### src/rtl/ws2812_frame_ctrl.sv
// Frame sequencer for a WS2812 strip: reads pixels from a synchronous RAM, scales
// them by a global brightness, feeds them to the single-pixel driver, then latches.
module ws2812_frame_ctrl #(
  parameter int unsigned ADDR_W       = 10,
  parameter int unsigned GUARD_CYCLES = 2
) (
  input  logic              clk,
  input  logic              rst,
  input  logic              start,
  input  logic [ADDR_W-1:0] num_leds,
  input  logic [7:0]        brightness,
  output logic [ADDR_W-1:0] pix_addr,
  output logic              pix_rd_en,
  input  logic [23:0]       pix_data,
  output logic [7:0]        r,
  output logic [7:0]        g,
  output logic [7:0]        b,
  output logic              load,
  output logic              ws_reset,
  input  logic              ready,
  output logic              busy,
  output logic              done
);

  localparam int unsigned GW = (GUARD_CYCLES < 1) ? 1 : $clog2(GUARD_CYCLES + 1);

  typedef enum logic [3:0] {
    IDLE, FETCH, CAPTURE, WAIT_RDY, LOAD, GUARD,
    LATCH_WAIT, LATCH, LATCH_GUARD, DONE
  } state_t;

  state_t            state_q;
  logic [ADDR_W-1:0] idx_q, cnt_q, pix_addr_q;
  logic [7:0]        br_q, r_q, g_q, b_q;
  logic [7:0]        r_d, g_d, b_d;
  logic [GW-1:0]     guard_q;
  logic              pix_rd_en_q, load_q, ws_reset_q, busy_q, done_q;

  // (c * (br+1)) >> 8: br=255 passes c through, br=0 yields 0.
  function automatic logic [7:0] scale(input logic [7:0] c, input logic [7:0] s);
    logic [16:0] p;
    p = {9'd0, c} * ({9'd0, s} + 17'd1);
    return p[15:8];
  endfunction

  always_comb begin
    r_d = scale(pix_data[23:16], br_q);
    g_d = scale(pix_data[15:8],  br_q);
    b_d = scale(pix_data[7:0],   br_q);
  end

  // Outputs are registered on the transition into the state that owns them.
  always_ff @(posedge clk or posedge rst) begin
    if (rst) begin
      state_q     <= IDLE;
      idx_q       <= '0;
      cnt_q       <= '0;
      br_q        <= '0;
      pix_addr_q  <= '0;
      r_q         <= '0;
      g_q         <= '0;
      b_q         <= '0;
      guard_q     <= '0;
      pix_rd_en_q <= 1'b0;
      load_q      <= 1'b0;
      ws_reset_q  <= 1'b0;
      busy_q      <= 1'b0;
      done_q      <= 1'b0;
    end else begin
      pix_rd_en_q <= 1'b0;
      load_q      <= 1'b0;
      ws_reset_q  <= 1'b0;
      done_q      <= 1'b0;
      unique case (state_q)
        IDLE: if (start) begin
          cnt_q  <= num_leds;
          br_q   <= brightness;
          idx_q  <= '0;
          busy_q <= 1'b1;
          if (num_leds != '0) begin
            pix_addr_q  <= '0;
            pix_rd_en_q <= 1'b1;
            state_q     <= FETCH;
          end else begin
            state_q <= LATCH_WAIT;
          end
        end
        FETCH: state_q <= CAPTURE;
        CAPTURE: begin
          r_q     <= r_d;
          g_q     <= g_d;
          b_q     <= b_d;
          state_q <= WAIT_RDY;
        end
        WAIT_RDY: if (ready) begin
          load_q  <= 1'b1;
          state_q <= LOAD;
        end
        LOAD: begin
          guard_q <= GW'(GUARD_CYCLES);
          state_q <= GUARD;
        end
        GUARD: begin
          if (guard_q != '0) begin
            guard_q <= guard_q - 1'b1;
          end else if (ready) begin
            if (idx_q == cnt_q - 1'b1) begin
              state_q <= LATCH_WAIT;
            end else begin
              idx_q       <= idx_q + 1'b1;
              pix_addr_q  <= idx_q + 1'b1;
              pix_rd_en_q <= 1'b1;
              state_q     <= FETCH;
            end
          end
        end
        LATCH_WAIT: if (ready) begin
          ws_reset_q <= 1'b1;
          state_q    <= LATCH;
        end
        LATCH: begin
          guard_q <= GW'(GUARD_CYCLES);
          state_q <= LATCH_GUARD;
        end
        LATCH_GUARD: begin
          if (guard_q != '0) begin
            guard_q <= guard_q - 1'b1;
          end else if (ready) begin
            done_q  <= 1'b1;
            state_q <= DONE;
          end
        end
        DONE: begin
          busy_q  <= 1'b0;
          state_q <= IDLE;
        end
        default: state_q <= IDLE;
      endcase
    end
  end

  assign pix_addr  = pix_addr_q;
  assign pix_rd_en = pix_rd_en_q;
  assign r         = r_q;
  assign g         = g_q;
  assign b         = b_q;
  assign load      = load_q;
  assign ws_reset  = ws_reset_q;
  assign busy      = busy_q;
  assign done      = done_q;

endmodule

### config.mk
export PLATFORM = sky130hd
export DESIGN_NAME = ws2812_frame_ctrl
export DESIGN_NICKNAME = d
export VERILOG_FILES = /design/src/rtl/ws2812_frame_ctrl.sv
export SDC_FILE = /design/constraint.sdc
export NUM_CORES = 1
export LEC_CHECK = 0
export ABC_CLOCK_PERIOD_IN_PS = 5400
export CORE_UTILIZATION = 25
export DETAILED_ROUTE_END_ITERATION = 10
export HOLD_SLACK_MARGIN = 0.05
export PLACE_DENSITY = 0.39
export SYNTH_ARGS = -nofsm -noshare
export SYNTH_HDL_FRONTEND = slang
export SYNTH_SLANG_ARGS = --single-unit
### constraint.sdc
create_clock -name clk -period 5.4 [get_ports clk]
set_input_delay 0.54 -clock clk [delete_from_list [all_inputs] [get_ports clk]]
set_output_delay 0.54 -clock clk [all_outputs]
set_load 0.005 [all_outputs]
After elaboration in Yosys (flattened, before gate mapping)
Cells that the tools add are included.
{"block": "word_totals", "ff_bits": 73, "inputBits": 46, "out_inout_bits": 39, "wordCells": 88}
{"block": "classes", "addsub": 4, "n_mul": 3, "eq_ne": 20, "n_mux": 33, "n_reduce_logical": 14}
{"op": "2-to-1 mux 10 bit", "count": 6}
{"op": "one-hot mux 10 bit (2 select lines)", "count": 2}
{"op": "one-hot mux 4 bit (9 select lines)", "count": 1}
{"op": "multiplier 8 x 17 -> 16 bit", "count": 2}
{"op": "2-to-1 mux 4 bit", "count": 7}
{"op": "inequality test 2 bit (second input constant)", "count": 9}
{"op": "== test 4 x 3 -> 1 bit (second input constant)", "count": 4}
{"op": "multiplier 8 x 9 -> 16 bit", "count": 1}
{"op": "2-to-1 mux 1 bit", "count": 11}
{"op": "adder 10 x 1 -> 10 bit (second input constant)", "count": 1}
{"op": "== test 10 bit", "count": 1}
{"op": "nonzero test 10 bit", "count": 1}
{"op": "subtractor 10 x 1 -> 10 bit (second input constant)", "count": 1}
{"op": "adder 8 x 1 -> 9 bit (second input constant)", "count": 1}
{"op": "== test 4 x 2 -> 1 bit (second input constant)", "count": 2}
{"op": "== test 4 bit (second input constant)", "count": 2}
{"op": "nonzero test 2 bit", "count": 4}
{"op": "AND reduction 7 bit", "count": 1}
{"op": "2-to-1 mux 3 bit", "count": 2}
{"op": "AND reduction 2 bit", "count": 3}
{"op": "AND reduction 6 bit", "count": 1}
{"op": "AND reduction 5 bit", "count": 1}
{"op": "== test 4 x 1 -> 1 bit (second input constant)", "count": 1}
{"op": "zero test 4 bit", "count": 1}
{"op": "6 further kinds", "count": 8}

Longest topological paths before layout
Gate-level depths: netlist (run 1).
{"block": "depth", "word_depth": 6, "ltp_mapped": 21, "ltp_nobuf": 20}

Least setup slack after synthesis (run 1)
No wires, ideal clock.
{"block": "synth_timing", "path_kind": "flip-flop to flip-flop", "start": "register br_q[3]", "end": "register r_q[7] (netlist: r[7])", "t_arrival_ps": 5107, "required_ps": 5331, "setup_slack_ps": 224, "stages_incl_launch_ff": 20, "n_path_buf": 1, "synth_period_minus_slack_ps": 5176, "path_cell_list": "dfrtp_1 nand3_1 nor2_1 and3_1 xor2_1 clkbuf_1 and2_1 fa_1 fa_1 fa_1 inv_1 fa_1 inv_1 ha_1 and3_1 o2bb2ai_1 a31o_2 o22a_1 or4_1 nand3_1"}
{"block": "synth_between", "elab_chain_len": 2}
{"element": "start, declared", "line": "34", "text": "logic [7:0] br_q, r_q, g_q, b_q;"}
{"element": "start signal, assigned", "line": "77", "text": "br_q <= brightness;"}
{"element": "adder 8 x 1 -> 9 bit", "line": "42", "text": "p = {9'd0, c} * ({9'd0, s} + 17'd1);"}
{"element": "multiplier 8 x 17 -> 16 bit", "line": "42"}
{"element": "end signal, assigned", "line": "90", "text": "r_q <= r_d;"}
{"element": "end, declared", "line": "34"}
No other way between the ends.
A chain may end at the register's enable or synchronous reset.

Final worst setup path (run 1)
{"block": "layout_timing", "start": "register br_q[0]", "end": "register r_q[7] (netlist: r[7])"}
The elaborated chain is that of the path after synthesis.

==> results of run 1 <==
[logic make-up after synthesis]
group | count (synthesis) | synth area share [%]
flip-flops | 73 | 17.9
AND/OR/NAND/NOR | 389 | 20.8
multiplexers | 25 | 2.79
buffers and inverters | 219 | 8.58
XOR/XNOR | 56 | 4.81
adder cells (fa/ha/maj) | 220 | 35.9
AO/OA/AOI/OAI | 131 | 9.28
[layer usage]
layer  GRT usage (%)  up-vias  share of wire [%]
met5               0        -               0.18
met4            3.28        6                1.3
met3            2.42       20                4.2
met2            22.3      110                 47
met1            18.8     3787                 48
li1                -     3775                  -
[stage by stage]
| stage | utilization [%] | TNS, ps | hold WS (ps) | worst slack (ps) |
|---|---|---|---|---|
| 2_1_floorplan | - | 0 | 473 | 224 |
| 3_3_place_gp | 29.4 | 0 | 474 | 151 |
| 3_5_place_dp | 29.4 | 0 | 475 | 158 |
| 4_1_cts | 30.2 | 0 | 488 | 175 |
| 5_1_grt | 30.3 | -9.79 | 519 | -9.79 |
| 6_report | 30.3 | 0 | 485 | 259 |
[synthesized netlist by cell type (15+ instances only)]
library cell | count | share of area (%)
and2_1 | 130 | 8.0
clkbuf_1 | 33 | 1.2
dfrtp_1 | 73 | 18
fa_1 | 120 | 24
ha_1 | 100 | 12
inv_1 | 174 | 6.4
mux2_2 | 23 | 2.5
nand2_1 | 93 | 3.4
nand3_1 | 24 | 1.2
nor2_1 | 47 | 1.7
nor2b_1 | 18 | 1.1
nor3_1 | 15 | 0.74
o21ai_0 | 34 | 1.7
xnor2_1 | 36 | 3.1
xor2_1 | 20 | 1.7
[critical path, cell delays in order (launching register included)]
cell and delay (ps):
dfrtp_1 380, ha_1 210, nand3_1 180, xnor2_2 230, buf_12 200, and2_1 160
fa_1 450, fa_1 520, fa_1 540, inv_1 50, fa_1 520, inv_1 40
ha_1 330, and3_1 190, o2bb2ai_1 110, a31o_2 240, o22a_1 220, or4_1 410
nand3_1 90
[cell type report]
type                       instances  share of cell area, %
sequential                        73                   15.0
timing repair buffer             119                   9.60
clock buffer                      11                   2.00
antenna                            1                 0.0206
clock inverter                     5                  0.526
tap                              525                   5.41
inverter                         175                   5.42
multi-input combinational        821                   62.0
[state kept, by name, summed over array words and instances, names as in the netlist]
| name | flops |
|---|---|
| cnt_q | 10 |
| idx_q | 10 |
| pix_addr | 10 |
| b | 8 |
| br_q | 8 |
| g | 8 |
| r | 8 |
| state_q | 4 |
| guard_q | 2 |
| busy | 1 |
| done | 1 |
| load | 1 |
| pix_rd_en | 1 |
| ws_reset | 1 |
[worst paths after layout]
kind                               from  endpoint  slack, ps  cells after the start
worst min-delay path               b[4]      b[4]        480                      2
min in group asynchronous           rst      b[0]        660                      2
worst min register to register     b[4]      b[4]        480                      2
max in group asynchronous           rst   br_q[6]       3760                      3
worst max register to register  br_q[0]      r[7]        260                     18
worst max-delay path            br_q[0]      r[7]        260                     18
[timing repair]
| action | in CTS | in global routing |
|---|---|---|
| gates resized for setup | 0 | 10 |
| buffers inserted | 0 | 4 |
| endpoints found under the setup margin | 0 | 10 |
==> results.txt, run 1 <==
The run finished with clean final reports. The share of layout cells above drive strength 1 is between 8 and 9%. At the worst endpoint, the required time is 5680 ps. The worst setup path is launched from a flip-flop. In the final layout, the multi-input gates occupy roughly 7500 sq um. The part of the cycle the worst path needs is between 90% and 100%. The critical path is of the reg -> reg type. The floorplan die height came out at ~200 um. The remaining antenna violation count came out at 0. The number of fill cells came out at between 4,000 and 5,000. The post-route clock skew came out at approximately 16 ps. In this run the number of H-tree levels came out at 3.

The register area share after synthesis is between 15 and 20%. Clock latency on the worst-skew pair, taken at its later pin, is 350 ps. The all-layer global routing usage came out at 13.7%.

The most common library cell in the layout ignoring fill and taps is inv_1. The maximum buffer depth of the clock tree came out at 2. The number of antenna violations at the first check in global routing is 4. The number of enable flip-flop cells after synthesis came out at 0. The number of violations of the max-capacitance limit came out at 0. In the layout the commonest cells are 173 x inv_1, 130 x and2_1, 120 x fa_1.

The area of the placeable core came out at around 40,000 sq um. Derived from the worst setup path, the maximum achievable clock frequency is 195 MHz. The CTS sink count came out at between 70 and 80.

The number of warning messages in the yosys log is 0. The worst setup path is captured at a flip-flop. The number of placed I/O pins came out at between 80 and 90.

The combined flip-flop and latch cell area is approximately 1800 sq um. The number of flip-flops and latches in the synthesized netlist came out at 73. The final count of hold timing violations is 0. The initial core utilization is around a quarter. The cell count after synthesis came out at 1,113. The clock tree root driver cell is clkbuf_16. The number of nets in the finished design is 1,465. Averaged over all synthesized cells, the footprint is a little over 9 sq um. The first detailed-routing pass ran for 5 iterations. The die area is roughly 42,000 sq um. The worst max-slew margin expressed relative to the limit is 26.4%. The placed cell count is 1,709.

The top fanout value on the critical path came out at 21. The overall die width is slightly above 200 um. The placer congestion estimate is roughly 0.8. The clock period minus worst slack came out at slightly above 5000 ps.

The number of pins with negative max-slew slack in the final report came to 0. Once layout is done, the placed cells without fillers occupy ~12,000 sq um. The remaining global-route overflow is 0. The post-detailed-placement half-perimeter wirelength came out at between 20,000 and 25,000 um. The transition at the pin with the smallest max-transition slack is between 1000 and 1500 ps. The summed instance area of the synthesized netlist is a little over 10,000 sq um. The placed standard-cell area is approximately 12,000 sq um. The floorplan row count came out at 73. The area growth from synthesis to layout is 19.1%. Synthesis produced a netlist with a net count of 1,379. The violation count after the first detailed-route iteration came out at 381. After clock tree synthesis, the clock-pin slew on the worst setup and hold paths is roughly 70 ps. The clock tree from TritonCTS is done. The first global-routing pass estimated 44,800 um of wire. The final instance count without filler cells came out at 1,730. The average wire length per cell after detail routing is 15.3 um. The number of hold buffers added after cts is 0. Entering global routing, the biggest net connects 49 pins. The synthesized netlist contains 72 unique library cells. The share of synthesized flip-flops with an asynchronous set or reset came out at 100%.

The type of the worst min-delay path is reg -> reg. The via density per instance is between 4 and 5. The data arrival time at the worst-slack endpoint is ~5400 ps. The total wirelength of the detailed-routed design is between 20,000 and 30,000 um. The number of global-route vias before repair came out at 8,354. The count of buffers inserted at the top-level ports is 84. Among all flip-flop cells after synthesis, the most frequent one is dfrtp_1.

The number of failing setup endpoints in the final timing report came out at 0. The total number of vias came out at around 7,700. The number of buffers inserted during clock tree synthesis came out at 9. In the routed design, unresolved DRC markers number 0.
Power of run 1 is left out: the tool's default activity adds up to more than one toggle a clock period on the data nets, which glitch-free logic cannot reach.
==> inputs of run 2 (changes only) <==
--- a/config.mk
+++ b/config.mk
@@ -6,7 +6,9 @@
 export NUM_CORES = 1
 export LEC_CHECK = 0
 export ABC_CLOCK_PERIOD_IN_PS = 5400
+export CORE_MARGIN = 10
 export CORE_UTILIZATION = 25
+export CTS_CLUSTER_DIAMETER = 150
 export DETAILED_ROUTE_END_ITERATION = 10
 export HOLD_SLACK_MARGIN = 0.05
 export PLACE_DENSITY = 0.39
==> results.txt, run 2 (synthesized netlist as in run 1, its figures left out) <==
The post-CTS clock slew at the launch and capture registers of the worst setup and hold paths came out at 70 ps (about the same). The transition at the pin with the smallest max-transition slack came to 1010 ps (-94.2 ps). The run finished with clean final reports. The worst max-slew margin expressed relative to the limit was 32.7% (+6.3 points). The floorplan die height came out at 222 um (+8.8%).

The total wirelength of the detailed-routed design is 27,500 um (+4.1%). The all-layer global routing usage is 11.5% (-2.2 points). The number of hold buffers added after cts is 0 (unchanged). The placer congestion estimate is 0.771 (-0.81%). The category of the worst setup path launch point is a flip-flop. In this run the worst hold path is classified as reg -> reg. The setup TNS is 0 ps (unchanged). The post-detailed-placement half-perimeter wirelength was 22,000 um (+5.0%). The first-pass detailed-route iteration total came out at 4 (-1). The floorplan row count is 73 (unchanged). In this run the critical register-to-register path is captured at g[6]. Leaving out fill and tap cells, the most frequent cell in the layout is inv_1.

In this run the worst setup path terminates at g[6]. The total number of vias is 7,697 (-0.013%). The data arrival time at the worst-slack endpoint came out at 5350 ps (-70 ps).

Setup repair after global routing left no endpoint under its margin. The path depth of the worst reg2reg path came out at 20 (+2). The count of buffers inserted at the top-level ports is 84 (unchanged). The synthesis-to-finish area growth came to 19.1% (about the same). TritonCTS built the clock tree. The number of violations of the max-capacitance limit came out at 0 (unchanged). The top cell types in the final layout, fill and taps aside, are 173 x inv_1, 130 x and2_1, 119 x fa_1. The number of global-route vias before repair was 8,208 (-1.7%). The part of the cycle the worst path needs is 93.9% (-1.3 points). The start-to-end type of the worst setup path is reg -> reg. The via density per instance is 4.45 (about the same). The clock period minus worst slack came out at 5070 ps (-68.9 ps).

The overall die width is 222 um (+8.8%). The initial core utilization is 25.5% (unchanged). The maximum level of the CTS H-tree is 3 (unchanged). The share of layout cells above drive strength 1 is 8.72% (+0.33 points). The data required time of the critical path came to 5670 ps (about the same). The fmax is 197 MHz (+1.4%). The beginning of the worst register-to-register path is br_q[1].

STA classifies the critical path endpoint as a flip-flop. The latest clock arrival within the worst-skew pair is 350 ps (about the same). The post-route clock skew came out at 14.0 ps (-1.62 ps).

The remaining antenna violation count came out at 0 (unchanged). The DRC violations left came out at 0 (unchanged). The CTS sink count came out at 73 (unchanged).

The number of placed I/O pins is 85 (unchanged). The final count of hold timing violations came out at 0 (unchanged). The violation count after the first detailed-route iteration came out at 269 (-29%). The number of failing setup endpoints in the final timing report came out at 0 (unchanged). The area of the placeable core came to 40,000 sq um (unchanged). The tree is rooted in a clkbuf_16. In this run the worst setup path begins at br_q[1]. The pin count of the biggest net entering global routing came out at 49 (unchanged). The number of pins with negative max-slew slack in the final report is 0 (unchanged). The top fanout value on the critical path came out at 8 (-62%). The number of antenna violations at the first check in global routing is 3 (-1). The wire length of the first global-routing pass is 46,200 um (+3.2%).

The average wire length per cell after detail routing is 15.9 um (+4.1%). The number of nets in the finished design came out at 1,466 (+0.068%). The slack of the worst reg-to-reg path came out at 330 ps (+70 ps).

The die area is 49,200 sq um (+18%). The remaining global-route overflow came out at 0 (unchanged). The number of buffers inserted during clock tree synthesis is 9 (unchanged). The startpoint identified for the worst hold timing path is b[1].

The maximum buffer depth of the clock tree came out at 2 (unchanged).
run 2: changes by cell type in the layout (fill, tap and decap cells not counted), moves of 2 or more:
| cell | change |
|---|---|
| o21ai_1 | +2 |
| ha_4 | +2 |
| dfrtp_1 | -2 |
| buf_6 | -2 |
| buf_12 | -2 |
| ha_1 | -2 |
| buf_4 | +5 |
| dfrtp_2 | +2 |
run 2: layout make-up:
cell class | count | area (sq um)
Clock inverter | 4 | 52.6
Clock buffer | 11 | 243
Sequential cell | 73 | 1830
Timing Repair Buffer | 120 | 1140
Fill cell | 4278 | 27900
Antenna cell | 1 | 2.50
Multi-Input combinational cell | 821 | 7550
Inverter | 175 | 658
Tap cell | 525 | 657
run 2: worst min path at each step:
stage	to	slack [ps]	depth (start not counted)
finish	b[1]	480	2
global route	g[0]	510	2
CTS	b[1]	480	2
detailed placement	b[1]	470	2
global placement	g[2]	470	2
floorplan	b[4]	470	2
run 2: through the flow:
step           worst slack (ps)  hold slack (ps)  std cells  util [%]  cell area (sq um)
3_5_place_dp                104              470       1707      29.3              11700
5_1_grt                    16.0              510       1729      30.3              12100
3_3_place_gp                174              468       1707      29.3              11700
2_1_floorplan               224              473       1113         -              10200
6_report                    328              479       1730      30.3              12100
4_1_cts                     109              484       1722      30.0              12000
run 2: worst max-delay path, stage by stage (launching register included):
cell	delay, ps
dfrtp_2	430
nand2_1	90
nor2_2	40
and3_1	200
xor2_1	140
buf_4	170
buf_4	140
and2_1	170
fa_1	520
fa_1	510
fa_1	490
inv_1	50
fa_1	470
inv_1	40
ha_1	300
nand2_1	50
or3_1	310
o21ai_1	310
a221oi_2	150
or3_1	320
a31oi_1	130
run 2: metal layers:
metal | wire (um) | global-route usage [%]
met5 | 32 | 0
met4 | 193 | 2.25
met3 | 1110 | 2.31
met2 | 13300 | 19.1
met1 | 12900 | 15.2
run 2: repair_timing:
item | in CTS | in global routing
setup endpoints to repair | 0 | 11
setup buffers | 0 | 7
gates resized for setup | 0 | 14
Power of run 2 is left out for the same reason.
==> inputs of run 3 (changes only) <==
--- a/config.mk
+++ b/config.mk
@@ -6,12 +6,14 @@
 export NUM_CORES = 1
 export LEC_CHECK = 0
 export ABC_CLOCK_PERIOD_IN_PS = 5400
+export CELL_PAD_IN_SITES_DETAIL_PLACEMENT = 0
+export CELL_PAD_IN_SITES_GLOBAL_PLACEMENT = 1
 export CORE_MARGIN = 10
 export CORE_UTILIZATION = 25
 export CTS_CLUSTER_DIAMETER = 150
 export DETAILED_ROUTE_END_ITERATION = 10
 export HOLD_SLACK_MARGIN = 0.05
-export PLACE_DENSITY = 0.39
+export PLACE_DENSITY = 0.59
 export SYNTH_ARGS = -nofsm -noshare
 export SYNTH_HDL_FRONTEND = slang
 export SYNTH_SLANG_ARGS = --single-unit
==> results.txt, run 3 (synthesized netlist as in run 1, its figures left out) <==
The clock period minus worst slack came to 5150 ps (+75.6 ps). The remaining antenna violation count is 0 (unchanged). The maximum level of the CTS H-tree is 3 (unchanged). The antenna cell count was 0 (-1). The number of buffers inserted during clock tree synthesis is 9 (unchanged). The worst register-to-register path begins at br_q[0]. The stage delay of the slowest cell on the critical path is 540 ps (+20 ps). The setup TNS is 0 ps (unchanged). The root buffer cell chosen for the clock tree is clkbuf_16. The all-layer global routing usage came to 11.0% (-0.56 points). Traced cell by cell, the critical path runs through ha_2 -> nand3_2 -> xnor2_2 -> buf_4 -> and2_1 -> fa_1 -> fa_1 -> fa_1 -> inv_1 -> fa_1 -> inv_1 -> ha_2 -> and3_1 -> o2bb2ai_1 -> a31o_2 -> o22a_1 -> or4_1 -> nand3_1.

The final count of hold timing violations is 0 (unchanged). The fmax was 194 MHz (-1.5%). Setup repair after global routing left no endpoint under its margin. The floorplan die height is 222 um (unchanged). The setup path with the least slack is of type reg -> reg.

The worst max-slew margin expressed relative to the limit came out at 41.2% (+8.4 points). The type of destination of the critical path is a flip-flop. The initial core utilization came out at 25.5% (unchanged). The wire length of the first global-routing pass came out at 44,100 um (-4.5%).

The number of global-route vias before repair came out at 8,264 (+0.68%). The count of buffers inserted at the top-level ports is 84 (unchanged). The slack of the worst reg-to-reg path came out at 250 ps (-80 ps). The cell that appears most often on the critical path is fa_1. The DRC violations left came out at 0 (unchanged).

The path depth of the worst reg2reg path was 18 (-10%). The combined flip-flop and latch cell area is 1830 sq um (about the same). The CTS sink count came out at 73 (unchanged). The overall die width is 222 um (unchanged).

The placer congestion estimate was 0.790 (+2.5%). The number of violations of the max-capacitance limit came out at 0 (unchanged). The number of pins with negative max-slew slack in the final report came to 0 (unchanged). The number of hold buffers added after cts is 0 (unchanged).

The launching instance or port of the critical path is br_q[0]. The post-detailed-placement half-perimeter wirelength is 20,900 um (-4.8%). The number of placed I/O pins came out at 85 (unchanged). The share of layout cells above drive strength 1 was 8.42% (-0.30 points). The part of the cycle the worst path needs came out at 95.3% (+1.4 points). The most common library cell in the layout ignoring fill and taps is inv_1. The floorplan row count is 73 (unchanged). The category of the worst setup path launch point is a flip-flop. The first-pass detailed-route iteration total came to 5 (+1). The transition at the pin with the smallest max-transition slack was 881 ps (-125 ps).

The remaining global-route overflow is 0 (unchanged). The post-CTS clock slew at the launch and capture registers of the worst setup and hold paths came out at 60 ps (about the same). The data arrival time at the worst-slack endpoint came to 5430 ps (+80 ps). The area taken by multi-input logic gates came out at 7530 sq um (-0.27%). The run finished with clean final reports. The latest clock arrival within the worst-skew pair came out at 350 ps (about the same).

TritonCTS built the clock tree. The post-route clock skew is 9.85 ps (-4.18 ps). The average wire length per cell after detail routing is 15.4 um (-3.2%).

The total number of vias came out at 7,800 (+1.3%). The data required time of the critical path came out at 5690 ps (+20 ps). The type of the worst min-delay path is reg -> reg.

The number of fill cells came out at 4,225 (-1.2%). The endpoint identified for the worst register-to-register timing path is r[7]. The die area came to 49,200 sq um (unchanged). Leaving out fill and tap cells, the most frequent cells in the layout are 173 x inv_1, 130 x and2_1, 120 x fa_1. The total wirelength of the detailed-routed design is 26,500 um (-3.5%). The top fanout value on the critical path came to 5 (-3). The area of the placeable core is 40,000 sq um (unchanged). The number of antenna violations at the first check in global routing came out at 1 (-2). From synthesis to final layout, the design area changed by 19.3%. The number of nets in the finished design is 1,462 (-0.27%).

The maximum buffer depth of the clock tree is 2 (unchanged). The library cell contributing the largest single delay on the critical path is fa_1. The via density per instance is 4.52 (+1.6%). The number of failing setup endpoints in the final timing report came out at 0 (unchanged). The critical path ends at r[7]. The violation count after the first detailed-route iteration came to 330 (+23%). The pin count of the biggest net entering global routing is 49 (unchanged).
[run 3: changes by cell type in the layout (fill, tap and decap cells not counted), moves of 2 or more]
cell       delta
ha_4          -2
bufinv_16     +3
buf_4         -6
ha_2          +2
[run 3: timing repair]
item | 4_1_cts | 5_1_grt
resized for setup | 0 | 15
buffers inserted | 0 | 7
setup endpoints to repair | 0 | 16
[run 3: layout make-up]
type | count | share of cell area [%]
Clock buffer | 10 | 1.97
Clock inverter | 5 | 1.05
Inverter | 175 | 5.41
Multi-Input combinational cell | 821 | 61.9
Sequential cell | 73 | 15.0
Tap cell | 525 | 5.40
Timing Repair Buffer | 116 | 9.22
[run 3: per-stage QoR]
step / hold slack (ps) / cell area [sq um] / cells / setup WS, ps / util [%]
global route: 519 / 12200 / 1725 / 0.812 / 30.4
detailed placement: 472 / 11700 / 1703 / 57.0 / 29.2
floorplan: 473 / 10200 / 1113 / 224 / -
global placement: 474 / 11700 / 1703 / 136 / 29.2
finish: 482 / 12200 / 1725 / 253 / 30.4
CTS: 492 / 12100 / 1718 / 40.2 / 30.1
[run 3: worst min path at each step]
stage | to | cells past startpoint | slack, ps | from
6_report | b[6] | 2 | 480 | b[6]
5_1_grt | b[2] | 2 | 520 | b[2]
4_1_cts | b[6] | 2 | 490 | b[6]
2_1_floorplan | b[4] | 2 | 470 | b[4]
3_3_place_gp | b[1] | 2 | 470 | b[1]
3_5_place_dp | b[6] | 2 | 470 | b[6]
[run 3: critical path: cells and delay by family (launching register included)]
kind,cells,cell delay [ps]
flip-flops,1,410
buffers and inverters,3,250
adder cells (fa/ha/maj),6,2580
AO/OA/AOI/OAI,3,590
XOR/XNOR,1,300
AND/OR/NAND/NOR,5,960
[run 3: routing by layer]
layer / global-route usage (%) / vias up / wire, um
li1: - / 3767 / -
met1: 14.3 / 3916 / 12500
met2: 18.3 / 100 / 12800
met3: 2.07 / 15 / 958
met4: 2.45 / 2 / 294
met5: 0 / - / 13
Power of run 3 is left out for the same reason.
